[src/rtl/cordic_engine.sv]
// ---------------------------------------------------------------------------
// cordic_engine
//
// Fully pipelined CORDIC engine supporting rotation and vectoring modes on a
// per-sample basis. One sample is accepted per enabled clock; results appear
// STAGES+2 enabled cycles after capture. The CORDIC gain K (~1.64676) is left
// uncompensated.
//
// Parameters
//   WIDTH  : signed data/angle width (Q2.(WIDTH-2), 1.0 = 2^(WIDTH-2))
//   STAGES : number of micro-rotation stages
//   GUARD  : extra MSBs carried on the x/y datapath
//
// Ports
//   clk        : clock, all state updates on the rising edge
//   rst_n      : synchronous active-low reset, wins over en
//   en         : pipeline enable, 0 freezes every register
//   in_valid   : qualifies x_in/y_in/z_in/mode
//   mode       : 0 = rotation, 1 = vectoring
//   x_in, y_in : input vector
//   z_in       : input angle in radians
//   out_valid  : qualifies the outputs
//   x_out, y_out, z_out : saturated results (0 when out_valid = 0)
//   range_err  : sample was outside the convergence region
// ---------------------------------------------------------------------------
module cordic_engine #(
   parameter int WIDTH  = 16,
   parameter int STAGES = 16,
   parameter int GUARD  = 2
) (
   input  logic                    clk,
   input  logic                    rst_n,
   input  logic                    en,
   input  logic                    in_valid,
   input  logic                    mode,
   input  logic signed [WIDTH-1:0] x_in,
   input  logic signed [WIDTH-1:0] y_in,
   input  logic signed [WIDTH-1:0] z_in,
   output logic                    out_valid,
   output logic signed [WIDTH-1:0] x_out,
   output logic signed [WIDTH-1:0] y_out,
   output logic signed [WIDTH-1:0] z_out,
   output logic                    range_err
);

   localparam int XW = WIDTH + GUARD;
   localparam int ZW = WIDTH + 1;
   // Fraction bits used by the elaboration-time constant arithmetic
   localparam int FB = 96;

   // atan(1/n) scaled by 2^FB, from its Taylor series in exact integers.
   // Only ever evaluated at elaboration time.
   function automatic logic [159:0] atanRecip(input logic [159:0] n);
      logic [159:0] one;
      logic [159:0] pw;
      logic [159:0] term;
      logic [159:0] acc;
      one = 160'd1 << FB;
      pw  = n;
      acc = '0;
      for (int k = 0; k < 64; k++) begin
         if (pw <= one) begin
            term = (one / pw) / 160'(2 * k + 1);
            if ((k % 2) == 0) acc = acc + term;
            else              acc = acc - term;
            pw = pw * n * n;
         end
      end
      return acc;
   endfunction

   // atan(2^-i) in z format, rounded to nearest. Stage 0 uses Machin's
   // formula because the plain series converges too slowly at 1.
   function automatic logic [ZW-1:0] atanConst(input int i);
      logic [159:0] v;
      if (i == 0) v = (atanRecip(160'd5) << 2) - atanRecip(160'd239);
      else        v = atanRecip(160'd1 << i);
      v = (v + (160'd1 << (FB - WIDTH + 1))) >> (FB - WIDTH + 2);
      return v[ZW-1:0];
   endfunction

   // floor(pi/2) in z format; any z strictly above this code exceeds pi/2
   function automatic logic [WIDTH-1:0] halfPiFloor();
      logic [159:0] v;
      v = (atanRecip(160'd5) << 3) - (atanRecip(160'd239) << 1);
      v = v >> (FB - WIDTH + 2);
      return v[WIDTH-1:0];
   endfunction

   // Clamp an extended-width value into the signed WIDTH-bit output range
   function automatic logic signed [WIDTH-1:0] satToWidth(input logic signed [XW-1:0] v);
      logic [GUARD:0] top;
      top = v[XW-1:WIDTH-1];
      if (top == '0 || top == '1) return v[WIDTH-1:0];
      else if (v[XW-1])           return {1'b1, {(WIDTH-1){1'b0}}};
      else                        return {1'b0, {(WIDTH-1){1'b1}}};
   endfunction

   localparam logic signed [WIDTH-1:0] HALF_PI     = halfPiFloor();
   localparam logic signed [WIDTH-1:0] NEG_HALF_PI = -HALF_PI;

   // Index 0 is the input register, index i+1 holds the result of stage i
   logic                 r_valid [0:STAGES];
   logic                 r_mode  [0:STAGES];
   logic                 r_err   [0:STAGES];
   logic signed [XW-1:0] r_x     [0:STAGES];
   logic signed [XW-1:0] r_y     [0:STAGES];
   logic signed [ZW-1:0] r_z     [0:STAGES];

   logic signed [ZW-1:0] w_atan  [0:STAGES-1];
   logic                 w_dPos  [0:STAGES-1];
   logic signed [XW-1:0] w_xNext [0:STAGES-1];
   logic signed [XW-1:0] w_yNext [0:STAGES-1];
   logic signed [ZW-1:0] w_zNext [0:STAGES-1];

   // Arctangent table: each entry is a per-stage constant wire
   for (genvar g = 0; g < STAGES; g++) begin : gAtan
      localparam logic [ZW-1:0] ATAN_G = atanConst(g);
      assign w_atan[g] = ATAN_G;
   end

   // Micro-rotation datapath. dPos selects d = +1; rotation steers z toward
   // zero, vectoring steers y toward zero.
   always_comb begin
      for (int i = 0; i < STAGES; i++) begin
         w_dPos[i]  = r_mode[i] ? r_y[i][XW-1] : ~r_z[i][ZW-1];
         w_xNext[i] = w_dPos[i] ? (r_x[i] - (r_y[i] >>> i)) : (r_x[i] + (r_y[i] >>> i));
         w_yNext[i] = w_dPos[i] ? (r_y[i] + (r_x[i] >>> i)) : (r_y[i] - (r_x[i] >>> i));
         w_zNext[i] = w_dPos[i] ? (r_z[i] - w_atan[i])      : (r_z[i] + w_atan[i]);
      end
   end

   // Input register plus iteration registers. The range check is made once
   // at capture and then simply travels with the sample.
   always_ff @(posedge clk) begin
      if (!rst_n) begin
         for (int i = 0; i <= STAGES; i++) begin
            r_valid[i] <= 1'b0;
            r_mode[i]  <= 1'b0;
            r_err[i]   <= 1'b0;
            r_x[i]     <= '0;
            r_y[i]     <= '0;
            r_z[i]     <= '0;
         end
      end else if (en) begin
         r_valid[0] <= in_valid;
         r_mode[0]  <= mode;
         r_err[0]   <= mode ? x_in[WIDTH-1] : ((z_in > HALF_PI) || (z_in < NEG_HALF_PI));
         r_x[0]     <= XW'(x_in);
         r_y[0]     <= XW'(y_in);
         r_z[0]     <= ZW'(z_in);
         for (int i = 0; i < STAGES; i++) begin
            r_valid[i+1] <= r_valid[i];
            r_mode[i+1]  <= r_mode[i];
            r_err[i+1]   <= r_err[i];
            r_x[i+1]     <= w_xNext[i];
            r_y[i+1]     <= w_yNext[i];
            r_z[i+1]     <= w_zNext[i];
         end
      end
   end

   // Output register: saturate valid results, force zeros for bubbles
   always_ff @(posedge clk) begin
      if (!rst_n) begin
         out_valid <= 1'b0;
         x_out     <= '0;
         y_out     <= '0;
         z_out     <= '0;
         range_err <= 1'b0;
      end else if (en) begin
         out_valid <= r_valid[STAGES];
         if (r_valid[STAGES]) begin
            x_out     <= satToWidth(r_x[STAGES]);
            y_out     <= satToWidth(r_y[STAGES]);
            z_out     <= satToWidth(XW'(r_z[STAGES]));
            range_err <= r_err[STAGES];
         end else begin
            x_out     <= '0;
            y_out     <= '0;
            z_out     <= '0;
            range_err <= 1'b0;
         end
      end
   end

endmodule

[config.mk]
export PLATFORM = sky130hd
export DESIGN_NAME = cordic_engine
export DESIGN_NICKNAME = d
export VERILOG_FILES = /design/src/rtl/cordic_engine.sv
export SDC_FILE = /design/constraint.sdc
export NUM_CORES = 2
export LEC_CHECK = 0
export CAP_MARGIN = 10
export CORE_MARGIN = 1
export CORE_UTILIZATION = 35
export DETAILED_ROUTE_END_ITERATION = 10
export SYNTH_ARGS = -nofsm -noshare
export SYNTH_HDL_FRONTEND = slang
export SYNTH_SLANG_ARGS = --single-unit
[constraint.sdc]
create_clock -name clk -period 40.9 [get_ports clk]
set_input_delay 12.27 -clock clk [delete_from_list [all_inputs] [get_ports clk]]
set_output_delay 12.27 -clock clk [all_outputs]
set_load 0.005 [all_outputs]
==> After elaboration in Yosys (flattened, before gate mapping) <==
Memories as Yosys holds them, arrays and structs flattened.
Cells that the tools add are included.
{ "totals": {"mem_bits_rw": 952, "mem_count": 6, "out_inout_bits": 50, "in_bits": 53, "reg_bits": 50} }
{ "mem_list": {"columns": ["memory", "depth", "width", "rd", "rd_ports_with_merged_regs", "write_ports", "line", "text"], "rows": [
  ["r_x", 17, 18, 17, 0, 17, "106", "logic signed [XW-1:0] r_x [0:STAGES];"],
  ["r_y", 17, 18, 17, 0, 17, "107", "logic signed [XW-1:0] r_y [0:STAGES];"],
  ["r_z", 17, 17, 17, 0, 17, "108", "logic signed [ZW-1:0] r_z [0:STAGES];"],
  ["r_err", 17, 1, 17, 0, 17, "105", "logic r_err [0:STAGES];"],
  ["r_mode", 17, 1, 16, 0, 17, "104", "logic r_mode [0:STAGES];"],
  ["r_valid", 17, 1, 17, 0, 17, "103", "logic r_valid [0:STAGES];"]
]} }
{ "classes": {"n_reduce_logical": 7, "n_addsub": 93, "order_cmp": 2, "n_mux": 180, "n_eq_ne": 3, "bitwise": 118} }
{ "op_table": {"columns": ["operator", "n"], "rows": [
  ["18-bit 2-to-1 mux", 66],
  ["17-bit 2-to-1 mux", 32],
  ["16-bit 2-to-1 mux", 9],
  ["1-bit OR", 102],
  ["1-bit 2-to-1 mux", 73],
  ["18-bit by 10-bit adder with 18-bit output", 2],
  ["18-bit by 11-bit adder with 18-bit output", 2],
  ["18-bit by 12-bit adder with 18-bit output", 2],
  ["18-bit by 13-bit adder with 18-bit output", 2],
  ["18-bit by 14-bit adder with 18-bit output", 2],
  ["18-bit by 15-bit adder with 18-bit output", 2],
  ["18-bit by 16-bit adder with 18-bit output", 2],
  ["18-bit by 17-bit adder with 18-bit output", 2],
  ["18-bit by 3-bit adder with 18-bit output", 2],
  ["18-bit by 4-bit adder with 18-bit output", 2],
  ["18-bit by 5-bit adder with 18-bit output", 2],
  ["18-bit by 6-bit adder with 18-bit output", 2],
  ["18-bit by 7-bit adder with 18-bit output", 2],
  ["18-bit by 8-bit adder with 18-bit output", 2],
  ["18-bit by 9-bit adder with 18-bit output", 2],
  ["18-bit by 10-bit subtractor with 18-bit output", 2],
  ["18-bit by 11-bit subtractor with 18-bit output", 2],
  ["18-bit by 12-bit subtractor with 18-bit output", 2],
  ["18-bit by 13-bit subtractor with 18-bit output", 2],
  ["other kinds (47)", 83]
]} }

==> Longest topological paths before layout <==
An unclocked memory read counts as a cell.
{ "depth": {"word_depth": 5, "ltp_mapped": 17} }

==> Worst setup path before layout <==
Ideal clock, no wire load.
{ "synth_path": {"path_kind": "input to register", "from": "input port en", "to": "memory r_err[0][0], enable pin", "required_time_ns": 39.621, "path_slack_ns": 8.566, "stages": 5, "arrival_time_ns": 31.055, "setup_ns": 1.279, "cell_sequence": "clkbuf_1 nor2b_1 clkbuf_1 clkbuf_1 inv_1"} }
{ "synth_lines": {"columns": ["element", "line", "text"], "rows": [
  ["start, declared", "33", "input logic en,"],
  ["end, declared", "105", null]
]} }

==> metrics.md <==
| Metric | Value |
|---|---|
| Post-synthesis mux area share | `0.937%` |
| Synth Area in Simple Gates | `17.4%` |
| Comb power frac | `60.1%` |
| Core box area | `212000 um^2` |
| Final period util | `39.5%` |
| Root Buffer | `clkbuf_16` |
| Worst-Margin Slew | `1060 ps` |
| Initial DRC Count | `~4100` |
| Post-Route Skew | `41.4 ps` |
| Initial antenna violation count | `3` |
| XOR/XNOR share of the synthesized area | `9.20%` |
| Setup_tns | `0 ps` |
| Post-route ant nets | `0` |
| Cell Area, Synth | `74900 um^2` |
| Status | `finished, violations left` |
| Cell Rows | `169` |
| Final setup fails | `0` |
| Ys async rst share | `0%` |
| Vias in the first global route | `55500` |
| Setup Buffers After CTS | `0` |
| Boundary Pins | `103` |
| Crit-path max FO | `130` |
| Worst-path clk slew | `60 ps` |
| Die W | `465 um` |
| Count leader, synth | `nor2_1` |
| Port Buffer Count | `~100` |
| Initial Util | `between 30% and 40%` |
| FF+latch count, synth | `995` |
| TritonCTS buffer count | `110` |
| Compound-Gate Fraction of Synth Area | `15.8%` |
| Via density per instance | `5.31` |
| Worst setup path class | `primary input to flop` |
| TritonCTS clock tree | `yes` |
| Final slew viol count | `0` |
| Max clock buf depth | `3` |
| Area leader, netlist | `edfxtp_1` |
| Dpl hpwl | `133000 um` |
| Final Hold Vio Count | `0` |
| Hold-fix buffers, CTS | `0` |
| Worst skew pair latency | `750 ps` |
| Via count | `57200` |
| Avg Cell Area, Syn | `9.54 um^2` |
| Sequential power share | `24.8%` |
| Area Growth Syn to Fin | `10.4%` |
| First-pass detailed-route iteration total | `10` |
| Clock power frac | `15.1%` |
| P_sw | `just over 3 mW` |
| Synth top area cells | `edfxtp_1 38%, ha_1 13%, nor2_1 5.4%` |
| Routed wire length | `around 180000 um` |
| Synth Area in Adders | `14.7%` |
| PD cells | `83.4 nW/um^2` |
| CP Capture Type | `flop` |
| Mapped Cells | `7848` |
| Global-route wire length before repair | `290000 um` |
| ANT cells | `0` |
| Fin nets | `8770` |
| Synth warn | `0` |
| Critical Path Source Type | `primary input` |
| # fillers | `21000` |
| RSZ-0062 raised after global routing | `no` |
| Gr usage total | `16.2%` |
| Min-delay worst type | `flop to flop` |
| Post-synth top flop | `edfxtp_1` |
| RePlAce Congestion | `0.878` |
| Num Clock Sinks | `995` |
| Die Span Y | `between 400 and 500 um` |
| WL per Instance | `16.7 um` |
| Internal reg-to-reg setup slack | `between 30000 and 40000 ps` |
| Tmin final | `16170 ps` |
| Fin cells | `~11000` |
| Sequential area share after synthesis | `approximately two fifths` |
| F_max | `0.0618 GHz` |
| Top cells by instance count after synthesis | `1085 x nor2_1, 945 x edfxtp_1, 803 x ha_1` |
| Die ar. | `216000 um^2` |
| Worst EP required | `41250 ps` |
| Post-synth EDFFs | `approximately 950` |
| Largest family of logic cells by synthesized area | `simple AND/OR/NAND/NOR gates` |
| DRC Markers | `6` |
| Gr ovfl total | `0` |
| Post-synthesis net count | `8752` |
| Top cell type's share of synthesized area | `37.9%` |
| P_leak | `between 30 and 40 nW` |
| Number of instances in the placed design | `10600` |
| Peak VDD IR | `0.0371 mV` |
| Cell variety after synth | `91` |
| Max H-tree Level | `3` |
| Switching Share | `between 40% and 50%` |
| Internal power | `roughly 3.8 mW` |
| Max_slew headroom | `29.6%` |
| WP data arrival | `16530 ps` |
| CTS resizes | `0` |
| Largest net degree at the start of global routing | `172` |
| Max cap viols | `0` |
| Share of layout cells above drive strength 1 | `4.01%` |
| Failing checks | `DRC` |
## layer usage
layer | wire length [um] | track usage, % | share of wire (%) | vias up
met1 | 85200 | 22.0 | 47 | 27400
met4 | 3300 | 3.32 | 1.8 | 0
met5 | 0 | 0 | 0 | -
li1 | - | - | - | 28700
met2 | 84300 | 27.5 | 47 | 891
met3 | 6710 | 1.97 | 3.7 | 205
## metrics by stage
step                power [mW]  hold slack, ps  setup slack, ps  instance area [um^2]  utilization, %
floorplan                 4.93             434             8570                 74900               -
global placement          5.80             432            24170                 78900            37.2
detailed placement        5.85             432            24010                 78900            37.2
CTS                       6.93             441            24820                 82700            39.0
global route              7.49             467            24570                 82700            39.0
finish                    6.90             440            24730                 82700            39.0
## worst max-delay path, cell delays in order
cell,delay (ps)
clkbuf_8,210
nor2b_4,170
buf_4,280
inv_8,690
buf_4,920
buf_4,870
buf_4,700
## logic make-up after synthesis
logic type	after synthesis
AOI/OAI and AO/OA	1845
xor gates and xnor gates	786
adders and majority gates	851
buffers and inverters	546
DFF	995
muxes	68
and+or+nand+nor	2757
## flip-flops by register name, summed over array words and instances (netlist names)
signal     count
r_x          303
range_err      1
r_z          288
z_out         16
r_err         17
r_valid       17
r_mode        16
x_out         16
out_valid      1
y_out         16
r_y          304
## area by class of cell
| cell class | count | area, um^2 | area share, % |
|---|---|---|---|
| flip-flops and latches | 995 | 29400 | 35.5 |
| well taps | 2821 | 3530 | 4.27 |
| clock inverters | 74 | 847 | 1.02 |
| repair buffers | 141 | 1370 | 1.66 |
| inverters | 311 | 1170 | 1.42 |
| multi-input cells | 6307 | 43500 | 52.6 |
| clock buffers | 131 | 2910 | 3.52 |
## placed cells by master, fill, tap and decap left out, types with 24 or more instances in the layout
master / netlist / final
clkdlybuf4s50_1: 0 / 100
o211ai_1: 34 / 34
a21oi_1: 587 / 585
a21o_1: 276 / 276
o21ai_1: 34 / 34
o21a_1: 58 / 58
inv_1: 300 / 299
ha_1: 803 / 803
or3_1: 72 / 72
clkbuf_16: 0 / 112
nor4_1: 30 / 30
buf_4: 1 / 35
clkinv_2: 0 / 27
xnor2_1: 424 / 424
a211oi_1: 61 / 61
edfxtp_1: 945 / 945
and3_1: 263 / 263
nor2b_1: 77 / 76
o31ai_1: 82 / 82
dfxtp_1: 50 / 50
xor2_1: 361 / 361
mux2i_1: 51 / 51
nand3_1: 153 / 153
a31oi_1: 79 / 79
or2_2: 24 / 24
o21ai_0: 329 / 329
nand2b_1: 122 / 122
o41ai_1: 26 / 26
nand4_1: 34 / 34
and2_1: 33 / 32
nor2_1: 1085 / 1085
nor3b_1: 45 / 45
nand2_1: 478 / 477
o21bai_1: 53 / 53
nor3_1: 267 / 267
fa_1: 48 / 48
## power groups by stage
stage	Sequential [mW]	Clock, mW	Combinational (mW)
floorplan	1.65	0	3.28
global route	1.74	1.10	4.65
detailed placement	1.73	0	4.11
global placement	1.73	0	4.07
CTS	1.72	1.07	4.15
finish	1.71	1.04	4.14
## final timing paths
kind            endpoint   startpoint  cells past startpoint
min reg2reg     z_out[1]     z_out[1]                      2
min             z_out[1]     z_out[1]                      2
max           r_y[0][23]        rst_n                      7
max reg2reg  r_x[0][122]  r_y[0][107]                     13
No activity file was read; power rests on OpenSTA's default activity.
